## config.mk

```make
export PLATFORM = sky130hd
export DESIGN_NAME = axi_s_buf_flat
export DESIGN_NICKNAME = d
export VERILOG_FILES = /design/src/rtl/axi_s_buf_if.sv /design/src/rtl/axi_s_buf.sv /design/src/flat_wrapper.sv
export SDC_FILE = /design/constraint.sdc
export NUM_CORES = 1
export LEC_CHECK = 0
export CAP_MARGIN = 20
export CORE_MARGIN = 3
export CORE_UTILIZATION = 47
export CTS_CLUSTER_SIZE = 28
export DETAILED_ROUTE_END_ITERATION = 10
export GPL_TIMING_DRIVEN = 0
export HOLD_SLACK_MARGIN = 0.02
export PLACE_DENSITY = 0.78
export SLEW_MARGIN = 20
export SYNTH_ARGS = -nofsm -noshare
export SYNTH_HDL_FRONTEND = slang
export SYNTH_HIERARCHICAL = 1
export SYNTH_SLANG_ARGS = --single-unit
```

## constraint.sdc

```tcl
create_clock -name clk -period 5 [get_ports clk]
set_clock_uncertainty 0.2 [all_clocks]
set_input_delay 1 -clock clk [delete_from_list [all_inputs] [get_ports clk]]
set_output_delay 1 -clock clk [all_outputs]
set_load 0.01 [all_outputs]
```

## src/rtl/axi_s_buf_if.sv

```systemverilog
// AXI channel bundle shared by the bus-side and IP-side ports of axi_s_buf.
// Field widths come from the AXI_*_BITS macros, with defaults when they are not predefined.
`ifndef AXI_IDS_BITS
`define AXI_IDS_BITS 8
`endif
`ifndef AXI_ADDR_BITS
`define AXI_ADDR_BITS 32
`endif
`ifndef AXI_LEN_BITS
`define AXI_LEN_BITS 8
`endif
`ifndef AXI_SIZE_BITS
`define AXI_SIZE_BITS 3
`endif
`ifndef AXI_DATA_BITS
`define AXI_DATA_BITS 32
`endif
`ifndef AXI_STRB_BITS
`define AXI_STRB_BITS 4
`endif

interface axi_s_buf_if;
    localparam int unsigned ID_W    = `AXI_IDS_BITS;
    localparam int unsigned ADDR_W  = `AXI_ADDR_BITS;
    localparam int unsigned LEN_W   = `AXI_LEN_BITS;
    localparam int unsigned SIZE_W  = `AXI_SIZE_BITS;
    localparam int unsigned DATA_W  = `AXI_DATA_BITS;
    localparam int unsigned STRB_W  = `AXI_STRB_BITS;
    localparam int unsigned BURST_W = 2;
    localparam int unsigned RESP_W  = 2;

    logic [ID_W-1:0]    awid;
    logic [ADDR_W-1:0]  awaddr;
    logic [LEN_W-1:0]   awlen;
    logic [SIZE_W-1:0]  awsize;
    logic [BURST_W-1:0] awburst;
    logic               awvalid;
    logic               awready;

    logic [DATA_W-1:0]  wdata;
    logic [STRB_W-1:0]  wstrb;
    logic               wlast;
    logic               wvalid;
    logic               wready;

    logic [ID_W-1:0]    arid;
    logic [ADDR_W-1:0]  araddr;
    logic [LEN_W-1:0]   arlen;
    logic [SIZE_W-1:0]  arsize;
    logic [BURST_W-1:0] arburst;
    logic               arvalid;
    logic               arready;

    logic [ID_W-1:0]    rid;
    logic [DATA_W-1:0]  rdata;
    logic [RESP_W-1:0]  rresp;
    logic               rlast;
    logic               rvalid;
    logic               rready;

    logic [ID_W-1:0]    bid;
    logic [RESP_W-1:0]  bresp;
    logic               bvalid;
    logic               bready;

    modport master (
        output awid, awaddr, awlen, awsize, awburst, awvalid,
        input  awready,
        output wdata, wstrb, wlast, wvalid,
        input  wready,
        output arid, araddr, arlen, arsize, arburst, arvalid,
        input  arready,
        input  rid, rdata, rresp, rlast, rvalid,
        output rready,
        input  bid, bresp, bvalid,
        output bready
    );

    modport slave (
        input  awid, awaddr, awlen, awsize, awburst, awvalid,
        output awready,
        input  wdata, wstrb, wlast, wvalid,
        output wready,
        input  arid, araddr, arlen, arsize, arburst, arvalid,
        output arready,
        output rid, rdata, rresp, rlast, rvalid,
        input  rready,
        output bid, bresp, bvalid,
        input  bready
    );
endinterface

```

## src/rtl/axi_s_buf.sv

```systemverilog
// AXI slave-side buffer: one synchronous FIFO per channel plus outstanding-burst counters.
// Define AXI_S_BUF_OSTD_LIMIT_EN to gate AW/AR acceptance by MAX_OSTD outstanding bursts.
`ifndef AXI_IDS_BITS
`define AXI_IDS_BITS 8
`endif
`ifndef AXI_ADDR_BITS
`define AXI_ADDR_BITS 32
`endif
`ifndef AXI_LEN_BITS
`define AXI_LEN_BITS 8
`endif
`ifndef AXI_SIZE_BITS
`define AXI_SIZE_BITS 3
`endif
`ifndef AXI_DATA_BITS
`define AXI_DATA_BITS 32
`endif
`ifndef AXI_STRB_BITS
`define AXI_STRB_BITS 4
`endif

module axi_s_buf #(
    parameter int unsigned AW_DEPTH = 2,
    parameter int unsigned W_DEPTH  = 4,
    parameter int unsigned AR_DEPTH = 2,
    parameter int unsigned R_DEPTH  = 4,
    parameter int unsigned B_DEPTH  = 2,
    parameter int unsigned MAX_OSTD = 4,
    localparam int unsigned OW      = $clog2(MAX_OSTD + 1)
) (
    input  logic          clk,
    input  logic          rst,
    axi_s_buf_if.slave    axi,
    axi_s_buf_if.master   ip,
    output logic [OW-1:0] wr_ostd,
    output logic [OW-1:0] rd_ostd
);
    localparam int unsigned ID_W   = `AXI_IDS_BITS;
    localparam int unsigned ADDR_W = `AXI_ADDR_BITS;
    localparam int unsigned LEN_W  = `AXI_LEN_BITS;
    localparam int unsigned SIZE_W = `AXI_SIZE_BITS;
    localparam int unsigned DATA_W = `AXI_DATA_BITS;
    localparam int unsigned STRB_W = `AXI_STRB_BITS;

    typedef struct packed {
        logic [ID_W-1:0]   id;
        logic [ADDR_W-1:0] addr;
        logic [LEN_W-1:0]  len;
        logic [SIZE_W-1:0] size;
        logic [1:0]        burst;
    } ax_t;

    typedef struct packed {
        logic [DATA_W-1:0] data;
        logic [STRB_W-1:0] strb;
        logic              last;
    } w_t;

    typedef struct packed {
        logic [ID_W-1:0]   id;
        logic [DATA_W-1:0] data;
        logic [1:0]        resp;
        logic              last;
    } r_t;

    typedef struct packed {
        logic [ID_W-1:0] id;
        logic [1:0]      resp;
    } b_t;

    ax_t  aw_in, aw_out, ar_in, ar_out;
    w_t   w_in, w_out;
    r_t   r_in, r_out;
    b_t   b_in, b_out;
    logic aw_full, aw_empty, w_full, w_empty, ar_full, ar_empty;
    logic r_full, r_empty, b_full, b_empty;
    logic aw_push, aw_pop, w_push, w_pop, ar_push, ar_pop;
    logic r_push, r_pop, b_push, b_pop;
    logic aw_cap_ok, ar_cap_ok;

`ifdef AXI_S_BUF_OSTD_LIMIT_EN
    assign aw_cap_ok = (wr_ostd < OW'(MAX_OSTD));
    assign ar_cap_ok = (rd_ostd < OW'(MAX_OSTD));
`else
    assign aw_cap_ok = 1'b1;
    assign ar_cap_ok = 1'b1;
`endif

    // Producer READY and consumer VALID derive only from registered FIFO/counter state.
    assign axi.awready = ~aw_full & aw_cap_ok;
    assign axi.wready  = ~w_full;
    assign axi.arready = ~ar_full & ar_cap_ok;
    assign ip.rready   = ~r_full;
    assign ip.bready   = ~b_full;

    assign ip.awvalid  = ~aw_empty;
    assign ip.wvalid   = ~w_empty;
    assign ip.arvalid  = ~ar_empty;
    assign axi.rvalid  = ~r_empty;
    assign axi.bvalid  = ~b_empty;

    assign aw_push = axi.awvalid & axi.awready;
    assign w_push  = axi.wvalid  & axi.wready;
    assign ar_push = axi.arvalid & axi.arready;
    assign r_push  = ip.rvalid   & ip.rready;
    assign b_push  = ip.bvalid   & ip.bready;

    assign aw_pop  = ip.awvalid  & ip.awready;
    assign w_pop   = ip.wvalid   & ip.wready;
    assign ar_pop  = ip.arvalid  & ip.arready;
    assign r_pop   = axi.rvalid  & axi.rready;
    assign b_pop   = axi.bvalid  & axi.bready;

    assign aw_in = {axi.awid, axi.awaddr, axi.awlen, axi.awsize, axi.awburst};
    assign w_in  = {axi.wdata, axi.wstrb, axi.wlast};
    assign ar_in = {axi.arid, axi.araddr, axi.arlen, axi.arsize, axi.arburst};
    assign r_in  = {ip.rid, ip.rdata, ip.rresp, ip.rlast};
    assign b_in  = {ip.bid, ip.bresp};

    assign {ip.awid, ip.awaddr, ip.awlen, ip.awsize, ip.awburst} = aw_out;
    assign {ip.wdata, ip.wstrb, ip.wlast}                        = w_out;
    assign {ip.arid, ip.araddr, ip.arlen, ip.arsize, ip.arburst} = ar_out;
    assign {axi.rid, axi.rdata, axi.rresp, axi.rlast}            = r_out;
    assign {axi.bid, axi.bresp}                                  = b_out;

    axi_s_buf_fifo #(.WIDTH($bits(ax_t)), .DEPTH(AW_DEPTH)) u_aw_fifo (
        .clk(clk), .rst(rst), .push(aw_push), .din(aw_in), .pop(aw_pop),
        .dout_c(aw_out), .full_c(aw_full), .empty_c(aw_empty));

    axi_s_buf_fifo #(.WIDTH($bits(w_t)), .DEPTH(W_DEPTH)) u_w_fifo (
        .clk(clk), .rst(rst), .push(w_push), .din(w_in), .pop(w_pop),
        .dout_c(w_out), .full_c(w_full), .empty_c(w_empty));

    axi_s_buf_fifo #(.WIDTH($bits(ax_t)), .DEPTH(AR_DEPTH)) u_ar_fifo (
        .clk(clk), .rst(rst), .push(ar_push), .din(ar_in), .pop(ar_pop),
        .dout_c(ar_out), .full_c(ar_full), .empty_c(ar_empty));

    axi_s_buf_fifo #(.WIDTH($bits(r_t)), .DEPTH(R_DEPTH)) u_r_fifo (
        .clk(clk), .rst(rst), .push(r_push), .din(r_in), .pop(r_pop),
        .dout_c(r_out), .full_c(r_full), .empty_c(r_empty));

    axi_s_buf_fifo #(.WIDTH($bits(b_t)), .DEPTH(B_DEPTH)) u_b_fifo (
        .clk(clk), .rst(rst), .push(b_push), .din(b_in), .pop(b_pop),
        .dout_c(b_out), .full_c(b_full), .empty_c(b_empty));

    // Simultaneous inc/dec cancels; decrement at zero (protocol error) holds at zero.
    function automatic logic [OW-1:0] ostd_next(logic [OW-1:0] cur, logic inc, logic dec);
        if (inc && !dec && cur != '1) return cur + OW'(1);
        if (dec && !inc && cur != '0) return cur - OW'(1);
        return cur;
    endfunction

    always_ff @(posedge clk) begin
        if (rst) begin
            wr_ostd <= '0;
            rd_ostd <= '0;
        end else begin
            wr_ostd <= ostd_next(wr_ostd, aw_push, b_pop);
            rd_ostd <= ostd_next(rd_ostd, ar_push, r_pop & axi.rlast);
        end
    end
endmodule

// Synchronous FIFO with extra-MSB pointers; head entry is read straight from memory.
module axi_s_buf_fifo #(
    parameter int unsigned WIDTH = 8,
    parameter int unsigned DEPTH = 2
) (
    input  logic             clk,
    input  logic             rst,
    input  logic             push,
    input  logic [WIDTH-1:0] din,
    input  logic             pop,
    output logic [WIDTH-1:0] dout_c,
    output logic             full_c,
    output logic             empty_c
);
    localparam int unsigned PW    = $clog2(DEPTH);
    localparam int unsigned PTR_W = PW + 1;

    logic [PTR_W-1:0] wp, rp;
    logic [WIDTH-1:0] mem [DEPTH];

    always_ff @(posedge clk) begin
        if (rst) begin
            wp <= '0;
            rp <= '0;
        end else begin
            if (push) wp <= wp + PTR_W'(1);
            if (pop)  rp <= rp + PTR_W'(1);
        end
    end

    // Storage is deliberately not reset.
    always_ff @(posedge clk) begin
        if (push) mem[wp[PW-1:0]] <= din;
    end

    assign full_c  = (wp[PW] != rp[PW]) && (wp[PW-1:0] == rp[PW-1:0]);
    assign empty_c = (wp == rp);
    assign dout_c  = mem[rp[PW-1:0]];
endmodule

```

## src/flat_wrapper.sv

```systemverilog
// flat-port wrapper written by rule: the top's interface ports become plain ports
module axi_s_buf_flat 
#(
    parameter int unsigned AW_DEPTH = 2,
    parameter int unsigned W_DEPTH  = 4,
    parameter int unsigned AR_DEPTH = 2,
    parameter int unsigned R_DEPTH  = 4,
    parameter int unsigned B_DEPTH  = 2,
    parameter int unsigned MAX_OSTD = 4,
    localparam int unsigned OW      = $clog2(MAX_OSTD + 1)
)
  (clk, rst, wr_ostd, rd_ostd, axi_awid, axi_awaddr, axi_awlen, axi_awsize, axi_awburst, axi_awvalid, axi_awready, axi_wdata, axi_wstrb, axi_wlast, axi_wvalid, axi_wready, axi_arid, axi_araddr, axi_arlen, axi_arsize, axi_arburst, axi_arvalid, axi_arready, axi_rid, axi_rdata, axi_rresp, axi_rlast, axi_rvalid, axi_rready, axi_bid, axi_bresp, axi_bvalid, axi_bready, ip_awid, ip_awaddr, ip_awlen, ip_awsize, ip_awburst, ip_awvalid, ip_awready, ip_wdata, ip_wstrb, ip_wlast, ip_wvalid, ip_wready, ip_arid, ip_araddr, ip_arlen, ip_arsize, ip_arburst, ip_arvalid, ip_arready, ip_rid, ip_rdata, ip_rresp, ip_rlast, ip_rvalid, ip_rready, ip_bid, ip_bresp, ip_bvalid, ip_bready);
  axi_s_buf_if axi_i ();
  axi_s_buf_if ip_i ();
  input  logic clk;
  input  logic rst;
  output logic [OW-1:0] wr_ostd;
  output logic [OW-1:0] rd_ostd;
  input wire logic [$bits(axi_i.awid)-1:0] axi_awid;
  input wire logic [$bits(axi_i.awaddr)-1:0] axi_awaddr;
  input wire logic [$bits(axi_i.awlen)-1:0] axi_awlen;
  input wire logic [$bits(axi_i.awsize)-1:0] axi_awsize;
  input wire logic [$bits(axi_i.awburst)-1:0] axi_awburst;
  input wire logic [$bits(axi_i.awvalid)-1:0] axi_awvalid;
  output wire logic [$bits(axi_i.awready)-1:0] axi_awready;
  input wire logic [$bits(axi_i.wdata)-1:0] axi_wdata;
  input wire logic [$bits(axi_i.wstrb)-1:0] axi_wstrb;
  input wire logic [$bits(axi_i.wlast)-1:0] axi_wlast;
  input wire logic [$bits(axi_i.wvalid)-1:0] axi_wvalid;
  output wire logic [$bits(axi_i.wready)-1:0] axi_wready;
  input wire logic [$bits(axi_i.arid)-1:0] axi_arid;
  input wire logic [$bits(axi_i.araddr)-1:0] axi_araddr;
  input wire logic [$bits(axi_i.arlen)-1:0] axi_arlen;
  input wire logic [$bits(axi_i.arsize)-1:0] axi_arsize;
  input wire logic [$bits(axi_i.arburst)-1:0] axi_arburst;
  input wire logic [$bits(axi_i.arvalid)-1:0] axi_arvalid;
  output wire logic [$bits(axi_i.arready)-1:0] axi_arready;
  output wire logic [$bits(axi_i.rid)-1:0] axi_rid;
  output wire logic [$bits(axi_i.rdata)-1:0] axi_rdata;
  output wire logic [$bits(axi_i.rresp)-1:0] axi_rresp;
  output wire logic [$bits(axi_i.rlast)-1:0] axi_rlast;
  output wire logic [$bits(axi_i.rvalid)-1:0] axi_rvalid;
  input wire logic [$bits(axi_i.rready)-1:0] axi_rready;
  output wire logic [$bits(axi_i.bid)-1:0] axi_bid;
  output wire logic [$bits(axi_i.bresp)-1:0] axi_bresp;
  output wire logic [$bits(axi_i.bvalid)-1:0] axi_bvalid;
  input wire logic [$bits(axi_i.bready)-1:0] axi_bready;
  output wire logic [$bits(ip_i.awid)-1:0] ip_awid;
  output wire logic [$bits(ip_i.awaddr)-1:0] ip_awaddr;
  output wire logic [$bits(ip_i.awlen)-1:0] ip_awlen;
  output wire logic [$bits(ip_i.awsize)-1:0] ip_awsize;
  output wire logic [$bits(ip_i.awburst)-1:0] ip_awburst;
  output wire logic [$bits(ip_i.awvalid)-1:0] ip_awvalid;
  input wire logic [$bits(ip_i.awready)-1:0] ip_awready;
  output wire logic [$bits(ip_i.wdata)-1:0] ip_wdata;
  output wire logic [$bits(ip_i.wstrb)-1:0] ip_wstrb;
  output wire logic [$bits(ip_i.wlast)-1:0] ip_wlast;
  output wire logic [$bits(ip_i.wvalid)-1:0] ip_wvalid;
  input wire logic [$bits(ip_i.wready)-1:0] ip_wready;
  output wire logic [$bits(ip_i.arid)-1:0] ip_arid;
  output wire logic [$bits(ip_i.araddr)-1:0] ip_araddr;
  output wire logic [$bits(ip_i.arlen)-1:0] ip_arlen;
  output wire logic [$bits(ip_i.arsize)-1:0] ip_arsize;
  output wire logic [$bits(ip_i.arburst)-1:0] ip_arburst;
  output wire logic [$bits(ip_i.arvalid)-1:0] ip_arvalid;
  input wire logic [$bits(ip_i.arready)-1:0] ip_arready;
  input wire logic [$bits(ip_i.rid)-1:0] ip_rid;
  input wire logic [$bits(ip_i.rdata)-1:0] ip_rdata;
  input wire logic [$bits(ip_i.rresp)-1:0] ip_rresp;
  input wire logic [$bits(ip_i.rlast)-1:0] ip_rlast;
  input wire logic [$bits(ip_i.rvalid)-1:0] ip_rvalid;
  output wire logic [$bits(ip_i.rready)-1:0] ip_rready;
  input wire logic [$bits(ip_i.bid)-1:0] ip_bid;
  input wire logic [$bits(ip_i.bresp)-1:0] ip_bresp;
  input wire logic [$bits(ip_i.bvalid)-1:0] ip_bvalid;
  output wire logic [$bits(ip_i.bready)-1:0] ip_bready;
  assign axi_i.awid = axi_awid;
  assign axi_i.awaddr = axi_awaddr;
  assign axi_i.awlen = axi_awlen;
  assign axi_i.awsize = axi_awsize;
  assign axi_i.awburst = axi_awburst;
  assign axi_i.awvalid = axi_awvalid;
  assign axi_awready = axi_i.awready;
  assign axi_i.wdata = axi_wdata;
  assign axi_i.wstrb = axi_wstrb;
  assign axi_i.wlast = axi_wlast;
  assign axi_i.wvalid = axi_wvalid;
  assign axi_wready = axi_i.wready;
  assign axi_i.arid = axi_arid;
  assign axi_i.araddr = axi_araddr;
  assign axi_i.arlen = axi_arlen;
  assign axi_i.arsize = axi_arsize;
  assign axi_i.arburst = axi_arburst;
  assign axi_i.arvalid = axi_arvalid;
  assign axi_arready = axi_i.arready;
  assign axi_rid = axi_i.rid;
  assign axi_rdata = axi_i.rdata;
  assign axi_rresp = axi_i.rresp;
  assign axi_rlast = axi_i.rlast;
  assign axi_rvalid = axi_i.rvalid;
  assign axi_i.rready = axi_rready;
  assign axi_bid = axi_i.bid;
  assign axi_bresp = axi_i.bresp;
  assign axi_bvalid = axi_i.bvalid;
  assign axi_i.bready = axi_bready;
  assign ip_awid = ip_i.awid;
  assign ip_awaddr = ip_i.awaddr;
  assign ip_awlen = ip_i.awlen;
  assign ip_awsize = ip_i.awsize;
  assign ip_awburst = ip_i.awburst;
  assign ip_awvalid = ip_i.awvalid;
  assign ip_i.awready = ip_awready;
  assign ip_wdata = ip_i.wdata;
  assign ip_wstrb = ip_i.wstrb;
  assign ip_wlast = ip_i.wlast;
  assign ip_wvalid = ip_i.wvalid;
  assign ip_i.wready = ip_wready;
  assign ip_arid = ip_i.arid;
  assign ip_araddr = ip_i.araddr;
  assign ip_arlen = ip_i.arlen;
  assign ip_arsize = ip_i.arsize;
  assign ip_arburst = ip_i.arburst;
  assign ip_arvalid = ip_i.arvalid;
  assign ip_i.arready = ip_arready;
  assign ip_i.rid = ip_rid;
  assign ip_i.rdata = ip_rdata;
  assign ip_i.rresp = ip_rresp;
  assign ip_i.rlast = ip_rlast;
  assign ip_i.rvalid = ip_rvalid;
  assign ip_rready = ip_i.rready;
  assign ip_i.bid = ip_bid;
  assign ip_i.bresp = ip_bresp;
  assign ip_i.bvalid = ip_bvalid;
  assign ip_bready = ip_i.bready;
  axi_s_buf #(.AW_DEPTH(AW_DEPTH), .W_DEPTH(W_DEPTH), .AR_DEPTH(AR_DEPTH), .R_DEPTH(R_DEPTH), .B_DEPTH(B_DEPTH), .MAX_OSTD(MAX_OSTD)) u_core (.clk(clk), .rst(rst), .axi(axi_i), .ip(ip_i), .wr_ostd(wr_ostd), .rd_ostd(rd_ostd));
endmodule
```

==> impl_metrics.yaml <==
drt:
  route.detailed.vias_per_inst: 5.149
  avgRoutedWirePerCell_um: 22.10
  drt-total-wl_mm: 47.20
  drc: 0
  1st_pass_router_iterations: 4
  ant_nets: 0
  route.vias.total: 11000
  starting_drt_drc_count: 576
floorplan:
  die_area_um2: 50580
  io-pin-count: 420
  placement_rows: 79
  floorplan.die.height_um: 224.9
  initial_core_util_pct: 47.97
  core_region_area_um2: 46950
  chip_width_um: 224.9
finish:
  layout.filler_cells: 3172
  final_layout_size_suffix_gt1_share_pct: 21.81
  final_cell_count_no_fill: 2136
  areaGrowthSynthToFinish_pct: 31.11
  stdcell_area_um2: 29530
  total_number_of_nets_in_the_final_design: 1709
placed_design:
  dp_slack_ns: 1.698
  buffer_ports.inserted: 419
  dp_cells: 2030
  hpwl_mm: 32.77
  postPlaceCellArea_um2: 27730
  place.gp.congestion: 0.7541
synth:
  synth_enable_flop_cells: 552
  asyncSetResetFlopFracSynth_pct: 0
  post_synth_instance_area_um2: 22520
  postSynthAreaPerCell_um2: 22.66
  yosysMostFrequentCell: "edfxtp_1"
  synth.top_cells.by_count: "edfxtp_1, mux2_4, mux4_2"
  syn_nets: 1220
  synth_cell_type_count: 40
  synth_sequential_area_ratio_pct: 76.88
  synthFlopType: "edfxtp_1"
  netlist.top_cell.by_area: "edfxtp_1"
  netlist_instances: 994
  synth_top_cells_by_area: "edfxtp_1, mux4_2, mux2_4, dfxtp_1, buf_12"
  netlist.area_leader.share_pct: 73.60
  synth_seq_cells: 589
  synth-warning-count: 6
sta:
  maxClockFrequency_ghz: 0.2715
  holdWs_ns: 0.3518
  final-max-slew-violation-count: 0
  worst_slew_margin_rel_pct: 51.32
  period_needed_ns: 3.684
  grt_setup_unrepaired: "false"
  final-setup-viol-count: 0
  final.setup.worst_slack_ns: 1.316
  finalHoldViolations: 0
  actual_transition_at_the_worst_max_transition_pin_ns: 0.7302
  part_of_the_cycle_the_worst_path_needs_pct: 73.67
setup_path:
  critical_path_arrival_ns: 2.48
  startpoint_type: "register"
  crit_path_end_kind: "output pin"
  timing.critical_path.max_delay_family: "buffers and inverters"
  critPathKind: "register to output pin"
  rr_startpoint: "u_core/u_w_fifo/wp[0]"
  cpPeakStageDelay_ns: 0.53
  critPathBufInv: 3
  critical_path.cell_chain: "clkbuf_1, buf_2, mux4_2, clkdlybuf4s50_1"
  crit_path_required_time_ns: 3.80
  crit_fanout: 10
  critical_path.slowest_cell: "clkdlybuf4s50_1"
worst_hold_path:
  worstHoldStart: "u_core/u_b_fifo/rp[0]"
  worst_hold_path_type: "register to register"
global_route:
  grt_util_met1_pct: 22.30
  grt_pass1_wl_mm: 70.74
  grt_start_max_net_pins: 54
  grt_use_met3_pct: 6.370
  global_route.usage.met2_pct: 31.33
  grt_use_total_pct: 18.48
  grt_most_used_layer: "met2"
  number_of_antenna_violations_at_the_first_check_in_global_routing: 5
  first_global_vias: 11560
  grt.overflow.total: 0
cts:
  cts.repair_timing.setup_buffer_count: 0
  tritoncts: "built"
  worst_skew_pair.late_latency_ns: 0.59
  cts_inserted_buffers: 58
  cts.sink_count: 589
  clk_root_buffer_cell: "clkbuf_16"
  clock_tree.buffer_depth: 3
  post_cts_hold_buffer_count: 0
  clk_transition_reported_paths_ns: 0.06
  postCtsResizedCells: 0
  cts_htree_levels: 2
run:
  timing.max_cap.violations: 0
run_status:
  outcome: "finished clean"
power:
  irDropWorstVdd_uv: 306.8
  pwr_cell_area_nw_per_um2: 476.2
  power.total_mw: 14.06
  cellLeakagePower_nw: 10.05
-- state kept, by name, summed over array words and instances (netlist names), named ones only --
signal	count
u_core/u_r_fifo/mem	172
u_core/u_w_fifo/mem	148
u_core/u_ar_fifo/mem	106
u_core/u_aw_fifo/mem	106
u_core/u_b_fifo/mem	20
u_core/rd_ostd	3
u_core/u_r_fifo/rp	3
u_core/u_r_fifo/wp	3
u_core/u_w_fifo/rp	3
u_core/u_w_fifo/wp	3
u_core/wr_ostd	3
u_core/u_ar_fifo/rp	2
u_core/u_ar_fifo/wp	2
u_core/u_aw_fifo/rp	2
u_core/u_aw_fifo/wp	2
u_core/u_b_fifo/rp	2
u_core/u_b_fifo/wp	2
-- power by group --
group | total [mW] | switching [mW] | internal (mW)
Clock | 4.09 | 1.73 | 2.36
Combinational | 3.94 | 1.66 | 2.28
Sequential | 6.04 | 0.140 | 5.90
-- kinds of logic (layout without fill, tap and decap cells) --
logic type               after synthesis  count (layout)  synth area share, %
multiplexers                         205             205                16.07
AO/OA/AOI/OAI                         28              28               0.8611
other                                  0               2                    0
buffers and inverters                 57             590                2.372
AND/OR/NAND/NOR                       75              75                1.961
XOR/XNOR                              22              22               0.8555
flip-flops                           589             589                76.88
adder cells (fa/ha/maj)               18              18                1.000
-- metrics by stage --
| step | setup TNS [ns] | util [%] |
|---|---|---|
| after floorplan | 0 | - |
| after global placement | -121.51 | 58.52 |
| after detailed placement | 0 | 59.06 |
| after CTS | 0 | 62.88 |
| after global routing | 0 | 62.89 |
| final | 0 | 62.89 |
-- placed cells by master, fill, tap and decap left out, drive strengths merged, types with 4 or more instances in the layout --
cell,synthesis,routed
clkdlybuf4s50,0,418
inv,24,24
clkbuf,4,79
and2,11,11
mux4,80,80
mux2i,6,6
xor2,7,7
a211o,4,4
nor2b,15,15
a21bo,7,7
ha,18,18
nand3b,7,7
xnor2,15,15
edfxtp,552,552
clkinv,0,23
mux2,119,119
a21oi,13,13
nor3,4,4
nor2,25,25
buf,29,40
dfxtp,37,37
-- path summary, 6_finish.rpt --
kind                            slack, ns  cells past startpoint                         end
worst max-delay path                 1.32                      4                   axi_rlast
worst min-delay path                 0.35                      2       u_core/u_b_fifo/rp[1]
worst max register to register       2.46                      6  u_core/u_w_fifo/mem[1][28]
worst min register to register       0.35                      2       u_core/u_b_fifo/rp[1]
-- worst register-to-register path, stage by stage, from the launching register on --
cell and delay, ns:
dfxtp_1 0.43, xor2_1 0.23, nor3_1 0.10, nor2b_1 0.11, clkbuf_1 0.30, and2_2 0.62, buf_16 0.25
-- final cells by class --
| type | count | area, µm² | area share [%] |
|---|---|---|---|
| Sequential cell | 589 | 17320 | 58.64 |
| Inverter | 24 | 90.09 | 0.3051 |
| Antenna cell | 2 | 5.005 | 0.01695 |
| Tap cell | 607 | 759.5 | 2.572 |
| Buffer | 33 | 444.2 | 1.504 |
| Timing Repair Buffer | 429 | 4412 | 14.94 |
| Clock inverter | 29 | 216.5 | 0.7330 |
| Multi-Input combinational cell | 348 | 4707 | 15.94 |
| Clock buffer | 75 | 1579 | 5.347 |
-- per-layer routing --
layer	wire length, µm	up-vias	part of all wire, %
met5	46	-	0.097
met4	1324	6	2.8
met3	4064	95	8.6
met2	23800	369	50
met1	17970	5545	38
li1	-	4983	-
(Power assumes the default switching activity.)
